[src/rtl/ddr_deser_pkg.sv]
// Shared types and helpers for the DDR burst deserialiser.
// Beat/lane indexing and burst pair targets live here.
package ddr_deser_pkg;

  typedef enum logic [0:0] {
    IDLE    = 1'b0,
    CAPTURE = 1'b1
  } state_e;

  function automatic int bit_idx(
    input int b,
    input int l,
    input int lanes
  );
    return b * lanes + l;
  endfunction

  function automatic int pair_target(
    input int   bl_max,
    input logic chop
  );
    return chop ? bl_max / 4 : bl_max / 2;
  endfunction

endpackage

[src/rtl/ddr_burst_deser.sv]
// Multi-lane DDR burst deserialiser for the read return path.
// Collects rise/fall beat pairs into a burst word with a valid strobe.
module ddr_burst_deser
  import ddr_deser_pkg::*;
#(
  parameter int LANES  = 8,
  parameter int BL_MAX = 16
) (
  input  logic                    clk_i,
  input  logic                    rst_i,
  input  logic                    start_i,
  input  logic                    chop_i,
  input  logic [LANES-1:0]        rise_i,
  input  logic [LANES-1:0]        fall_i,
  output logic [LANES*BL_MAX-1:0] data_o,
  output logic                    valid_o,
  output logic                    chop_o,
  output logic                    busy_o,
  output logic                    err_o
);

  localparam int DW = LANES * BL_MAX;
  localparam int PW = 2 * LANES;
  localparam int CW = $clog2(BL_MAX / 2) + 1;

  localparam logic [CW-1:0] TGT_FULL =
    CW'(pair_target(BL_MAX, 1'b0));
  localparam logic [CW-1:0] TGT_CHOP =
    CW'(pair_target(BL_MAX, 1'b1));
  localparam logic [CW-1:0] ONE = CW'(1);

  state_e          state_q;
  state_e          state_d;
  logic [CW-1:0]   cnt_q;
  logic [CW-1:0]   cnt_d;
  logic [CW-1:0]   tgt_q;
  logic [CW-1:0]   tgt_in;
  logic            chop_q;
  logic            chop_d;
  logic [DW-1:0]   buf_q;
  logic [DW-1:0]   buf_d;
  logic [PW-1:0]   pair;
  logic            open_w;
  logic            accept;
  logic            collect;
  logic            reject;
  logic            done;

  assign pair   = {fall_i, rise_i};
  assign tgt_q  = chop_q ? TGT_CHOP : TGT_FULL;
  assign tgt_in = chop_i ? TGT_CHOP : TGT_FULL;

  always_ff @(posedge clk_i) begin
    if (rst_i) begin
      state_q <= IDLE;
    end else begin
      state_q <= state_d;
    end
  end

  // CAPTURE with cnt==target is the hand-off cycle
  // that lets the next burst start with no gap.
  always_comb begin
    open_w  = (state_q == IDLE) ||
              (cnt_q == tgt_q);
    accept  = start_i && open_w;
    collect = (state_q == CAPTURE) &&
              (cnt_q < tgt_q);
    reject  = start_i && collect;
    done    = (accept && tgt_in == ONE) ||
              (collect && (cnt_q + ONE) == tgt_q);
    state_d = IDLE;
    unique case (1'b1)
      accept:  state_d = (tgt_in == ONE) ? IDLE
                                         : CAPTURE;
      collect: state_d = CAPTURE;
      default: state_d = IDLE;
    endcase
  end

  always_comb begin
    cnt_d  = '0;
    chop_d = chop_q;
    buf_d  = buf_q;
    unique case (1'b1)
      accept: begin
        cnt_d         = ONE;
        chop_d        = chop_i;
        buf_d         = '0;
        buf_d[PW-1:0] = pair;
      end
      collect: begin
        cnt_d = cnt_q + ONE;
        buf_d[bit_idx(2 * int'(cnt_q), 0, LANES) +: PW]
              = pair;
      end
      default: cnt_d = '0;
    endcase
  end

  always_ff @(posedge clk_i) begin
    if (rst_i) begin
      cnt_q   <= '0;
      chop_q  <= 1'b0;
      buf_q   <= '0;
      data_o  <= '0;
      valid_o <= 1'b0;
      chop_o  <= 1'b0;
      err_o   <= 1'b0;
    end else begin
      cnt_q   <= cnt_d;
      chop_q  <= chop_d;
      buf_q   <= buf_d;
      valid_o <= done;
      err_o   <= reject;
      if (done) begin
        data_o <= buf_d;
        chop_o <= chop_d;
      end
    end
  end

  always_comb begin
    busy_o = (state_q == CAPTURE);
  end

endmodule
[config.mk]
export PLATFORM = sky130hd
export DESIGN_NAME = ddr_burst_deser
export DESIGN_NICKNAME = d
export VERILOG_FILES = /design/src/rtl/ddr_deser_pkg.sv /design/src/rtl/ddr_burst_deser.sv
export SDC_FILE = /design/constraint.sdc
export NUM_CORES = 1
export LEC_CHECK = 0
export ABC_AREA = 1
export CAP_MARGIN = 20
export CORE_MARGIN = 2
export CORE_UTILIZATION = 32
export CTS_BUF_LIST = sky130_fd_sc_hd__clkbuf_4
export DETAILED_ROUTE_END_ITERATION = 12
export GPL_TIMING_DRIVEN = 1
export PLACE_DENSITY = 0.59
export SETUP_SLACK_MARGIN = 0.05
export SYNTH_ARGS = -nofsm -noshare
export SYNTH_HDL_FRONTEND = slang
export SYNTH_SLANG_ARGS = --single-unit
export TNS_END_PERCENT = 30
[constraint.sdc]
create_clock -name clk_i -period 2.3 [get_ports clk_i]
set_input_delay 0.69 -clock clk_i [delete_from_list [all_inputs] [get_ports clk_i]]
set_output_delay 0.69 -clock clk_i [all_outputs]
set_load 0.01 [all_outputs]
-- After elaboration in Yosys (flattened, before gate mapping)
Cells that the tools add are included.
- bits in registers: 265
- latch bits: 0
- bits in writable memories: 0
- bits in read-only memories: 0
- memories: 0
- add/sub/neg operators: 2
- $mul: 0
- div/mod/pow operators: 0
- $lt $le $gt $ge: 1
- eq/ne operators: 3
- shifts and indexed selects: 2
- mux-type cells: 8
- bitwise logic cells: 1
- reduce and logical (&&, ||, !) cells: 7
- operator list (cell ; count):
    case mux 128 bit (2 select lines) ; 1
    bitwise mux 128 bit ; 1
    variable shift 16 x 33 -> 128 bit, first input constant ; 1
    indexed part select 16 x 33 -> 128 bit ; 1
    negator 8 -> 33 bit ; 1
    == test 4 bit ; 2
    two-way mux 4 bit ; 2
    case mux 4 bit (2 select lines) ; 1
    logical AND 1 bit ; 5
    adder 4 x 1 -> 4 bit, second input constant ; 1
    == test 4 x 1 -> 1 bit, second input constant ; 1
    less-than comparator 4 bit ; 1
    logical OR 1 bit ; 2
    two-way mux 1 bit ; 2
    case mux 1 bit (2 select lines) ; 1
    inverter 1 bit ; 1

-- Longest topological paths before layout
- depth after elaboration: 6
- gate-level depth with buffers: 17

-- Least setup slack after synthesis
No wires, ideal clock.
- path kind: reg-to-reg
- start: register cnt_q[0]
- end: register data_o[66]
- arrival: 2142 ps
- data required time: 2172 ps
- setup slack: 30 ps
- cell stages (with the launch flop): 14
- path buffers: 4
- period minus slack after synthesis: 2270 ps
- cell sequence: dfxtp_1 > buf_4 > inv_2 > clkbuf_1 > ha_1 > nand3_1 > nand2_1 > nand2_1 > nand2_1 > buf_2 > nand2_1 > buf_2 > a22oi_1 > a21oi_1
- word-level cells in the longest chain between the ends: 5
- elaborated cells between the ends (all ways): 15
- RTL lines (element ; RTL line ; source):
    start, declared ; ddr_burst_deser.sv:34 ; logic [CW-1:0] cnt_q;
    start signal, assigned ; ddr_burst_deser.sv:111 ; cnt_q <= cnt_d;
    branches (longest 5 deep; another with negator 8 -> 33 bit) ; - ;
    end signal, assigned ; ddr_burst_deser.sv:117 ; data_o <= buf_d;
    end, declared ; ddr_burst_deser.sv:15 ; output logic [LANES*BL_MAX-1:0] data_o,
Parallel ways; which one is timed is not known.
A chain may end at the register's enable or synchronous reset.

-- Worst setup path after layout
- start: register chop_q
- end: register data_o[120]
- word-level cells in the longest chain between the ends: 6
- elaborated cells between the ends (all ways): 11
- RTL lines (element ; RTL line ; source):
    start, declared ; ddr_burst_deser.sv:38 ; logic chop_q;
    start signal, assigned ; ddr_burst_deser.sv:112 ; chop_q <= chop_d;
    two-way mux 4 bit (*) ; ddr_burst_deser.sv:50 ; assign tgt_q = chop_q ? TGT_CHOP : TGT_FULL;
    branches (longest 5 deep; another with less-than comparator 4 bit) ; - ;
Every way passes the cells marked *.

==> run_results.csv <==
group,metric,value,unit
status,status,"finished clean",
worst_setup_path,cpPeakStageDelay,0.53,ns
timing,max_clock_freq,456,MHz
global_route,grt_pass1_wl,53.6,mm
synth,synth_top_area_share,47.6,%
min_path,min_path_type,"flop to flop",
min_path,min_from,"chop_o",
timing,tightest_slew,0.656,ns
placed_design,post-dp-hpwl,23.7,mm
clock_network,clock_latency,0.69,ns
placed_design,gp_congestion,0.839,
drt,vias_per_cell,4.73,
global_route,use_met3,4.01,%
synth,syn-cell-area,11100,um2
worst_setup_path,critPathCaptureType,"flop",
power,leakage,7.04,nW
placed_design,io_buffers,151,
worst_setup_path,crit_chain,"ha_1, inv_1, nor2_1, nor2_1, nand2_2, buf_4, nor4_1, buf_4, nand2_1, nand3_1, nand2_1, inv_1",
drt,route.detailed.drc,0,
global_route,busiest_layer,"met2",
clock_network,cts_buffer_depth,3,
power,p_sw,0.00257,W
placed_design,dp.cells,2131,
global_route,use_met1,25.4,%
final_layout,postLayoutCoreUtil,42.9,%
global_route,gr-total-overflow,0,
drt,ant_nets,0,
synth,ys_types,30,
worst_setup_path,rrSetupSlack,0.11,ns
synth,ys_warn_count,0,
synth,syn_inst,1515,
final_layout,final_cells,2262,
timing,slew_viol_final,0,
timing,finalHoldViolations,0,
drt,dr.first_iter.drc_count,814,
synth,synth_top_area_cell,"dfxtp_1",
clock_network,cts_num_sinks,265,
timing,skew,0.0596,ns
floorplan,core,34400,um2
power,switching_share,26.2,%
synth,yosys-top-cells-area,"dfxtp_1 (48%), nand2_1 (12%), a21oi_1 (6.6%)",
final_layout,layout_commonest_cell,"nand2_1",
floorplan,initial_utilization,32.4,%
timing,finalSetupViolations,0,
drt,routed_wl,34.9,mm
timing,maxSlewHeadroom,55.9,%
worst_setup_path,required,2.92,ns
floorplan,fp-row-count,68,
timing,tns,0,ns
drt,post_drt_wl_per_cell,15.4,um
worst_setup_path,critPathMaxFanout,18,
clock_network,cts_tree,"done",
timing,hold_ws,0.462,ns
synth,yosysSeqAreaShare,47.6,%
global_route,antenna_found_initial,1,
global_route,grt_max_degree,134,
clock_network,cts-root-buf,"clkbuf_4",
floorplan,boundaryPins,152,
synth,synth_seq_cells,265,
floorplan,die-height,191,um
worst_setup_path,critPathSlowestCell,"nor4_1",
worst_setup_path,r2r-end,"data_o[120]",
final_layout,final_nets,1788,
timing,fin_crit_sh,95.4,%
power,p_seq_share,47.4,%
final_layout,layout_common_cells,"nand2_1 (368), dfxtp_1 (262), inv_1 (179), a21oi_1 (146), nand3_1 (127)",
drt,vias,10699,
worst_setup_path,r2r_start,"chop_q",
final_layout,layout-drive-gt1-share,15.7,%
power,power_density,663,nW/um2
timing,grt_setup_unrepaired,"true",
worst_setup_path,cp.arrival,2.81,ns
clock_network,htreeDepth,3,
run,maxCapViolations,0,
synth,syn_nets,1540,
global_route,grt_usage,18.7,%
worst_setup_path,crit_start,"chop_q",
clock_network,cts_buffers,73,
worst_setup_path,crit_type,"flop to flop",
synth,syn_avg_cell_area,7.35,um2
power,pwr-share-comb,9.8,%
worst_setup_path,rr_worst_depth,12,
power,peakVddDrop,0.000324,V
power,p_int,0.00722,W
worst_setup_path,crit_end,"data_o[120]",
drt,dr.pass1.iters,5,
timing,fin_crit,2.19,ns
clock_network,clk_pin_slew,0.06,ns
final_layout,area_growth,32.5,%
clock_network,hold_buffers,0,
worst_setup_path,critPathLaunchType,"flop",
floorplan,die_w,191,um
global_route,globalRouteMet2Util,28.8,%
floorplan,die_area,36300,um2
power,p_clk_share,42.8,%
global_route,first_global_vias,10021,
## worst min path at each step
stage                            end  slack, ns  cells after the start
final                         chop_o       0.46                      1
after global routing      buf_q[114]       0.49                      2
after CTS                     chop_o       0.47                      1
after detailed placement      chop_o       0.46                      1
after global placement        chop_o       0.45                      1
after floorplan           buf_q[119]       0.45                      2
## state kept, by name (all words and copies together) (netlist names)
register / count
valid_o: 1
chop_o: 1
chop_q: 1
cnt_q: 4
busy_o: 1
data_o: 128
buf_q: 128
err_o: 1
## layer usage
layer	vias to the layer above	wire, um	share of wire, %
li1	5429	-	-
met1	4878	16100	46
met2	324	15400	44
met3	68	2210	6.3
met4	0	1080	3.1
met5	-	0	0
## synth_stat cells
master    number
nand4_1       15
nand3_2        1
inv_2          6
buf_2         41
o21a_1        94
nand2_2        3
ha_1           5
nor2_4         2
nor2_1        62
o21ai_2        2
clkinv_1       1
buf_4          2
nor3_1        25
nand3_1      130
inv_1        182
nor2_2         5
o21ai_0       32
clkbuf_1      44
nor4_1         2
o21ai_1       20
nand2_1      370
or2_2         21
a21oi_1      146
a211oi_1       1
a22oi_1       11
o22ai_1       16
dfxtp_1      265
xnor2_1        1
buf_1          8
xor2_1         2
## kinds of logic (layout without fill, tap and decap cells)
logic type | Yosys count | in the layout | share of synthesized area [%]
buf+inv | 284 | 574 | 10.1
fa+ha+maj | 5 | 5 | 0.562
simple gates | 636 | 637 | 24.4
xor+xnor | 3 | 3 | 0.236
flops | 265 | 265 | 47.6
other cells | 0 | 1 | 0
compound gates | 322 | 322 | 17.1
## what timing repair did
item / 4_1_cts / 5_1_grt
cloned: 0 / 3
hold endpoints to repair: 0 / 0
setup buffers: 1 / 8
pin swaps: 1 / 9
endpoints found under the setup margin: 174 / 177
resized for setup: 130 / 21
## power groups by stage
stage	Combinational (W)	Sequential (W)	Clock (W)
after floorplan	0.000517	0.00474	0
after global placement	0.000910	0.00474	0
after detailed placement	0.000917	0.00474	0
after CTS	0.000927	0.00464	0.00433
after global routing	0.00104	0.00464	0.00459
final	0.000959	0.00464	0.00419
## metrics by stage
step / instance area [um2] / setup slack, ns / power, W
6_report: 14800 / 0.107 / 0.00978
5_1_grt: 14800 / -0.00479 / 0.0103
3_3_place_gp: 13800 / -0.123 / 0.00565
3_5_place_dp: 13800 / -0.117 / 0.00566
4_1_cts: 14600 / 0.0532 / 0.00990
2_1_floorplan: 11100 / 0.101 / 0.00525
## worst max-delay path, delay by kind of cell (launching register included)
kind	cells	cell delay (ns)
buffers and inverters	4	0.57
flip-flops	1	0.33
AND/OR/NAND/NOR	7	0.98
adder cells (fa/ha/maj)	1	0.29
## cell type report
type	count	area (um2)
Fill cell	3568	19600
Sequential cell	265	5310
Timing Repair Buffer	267	2490
Inverter	189	714
Tap cell	455	569
Antenna cell	1	2.50
Multi-Input combinational cell	967	4790
Clock buffer	103	773
Clock inverter	15	111
No activity file was read; power rests on OpenSTA's default activity.
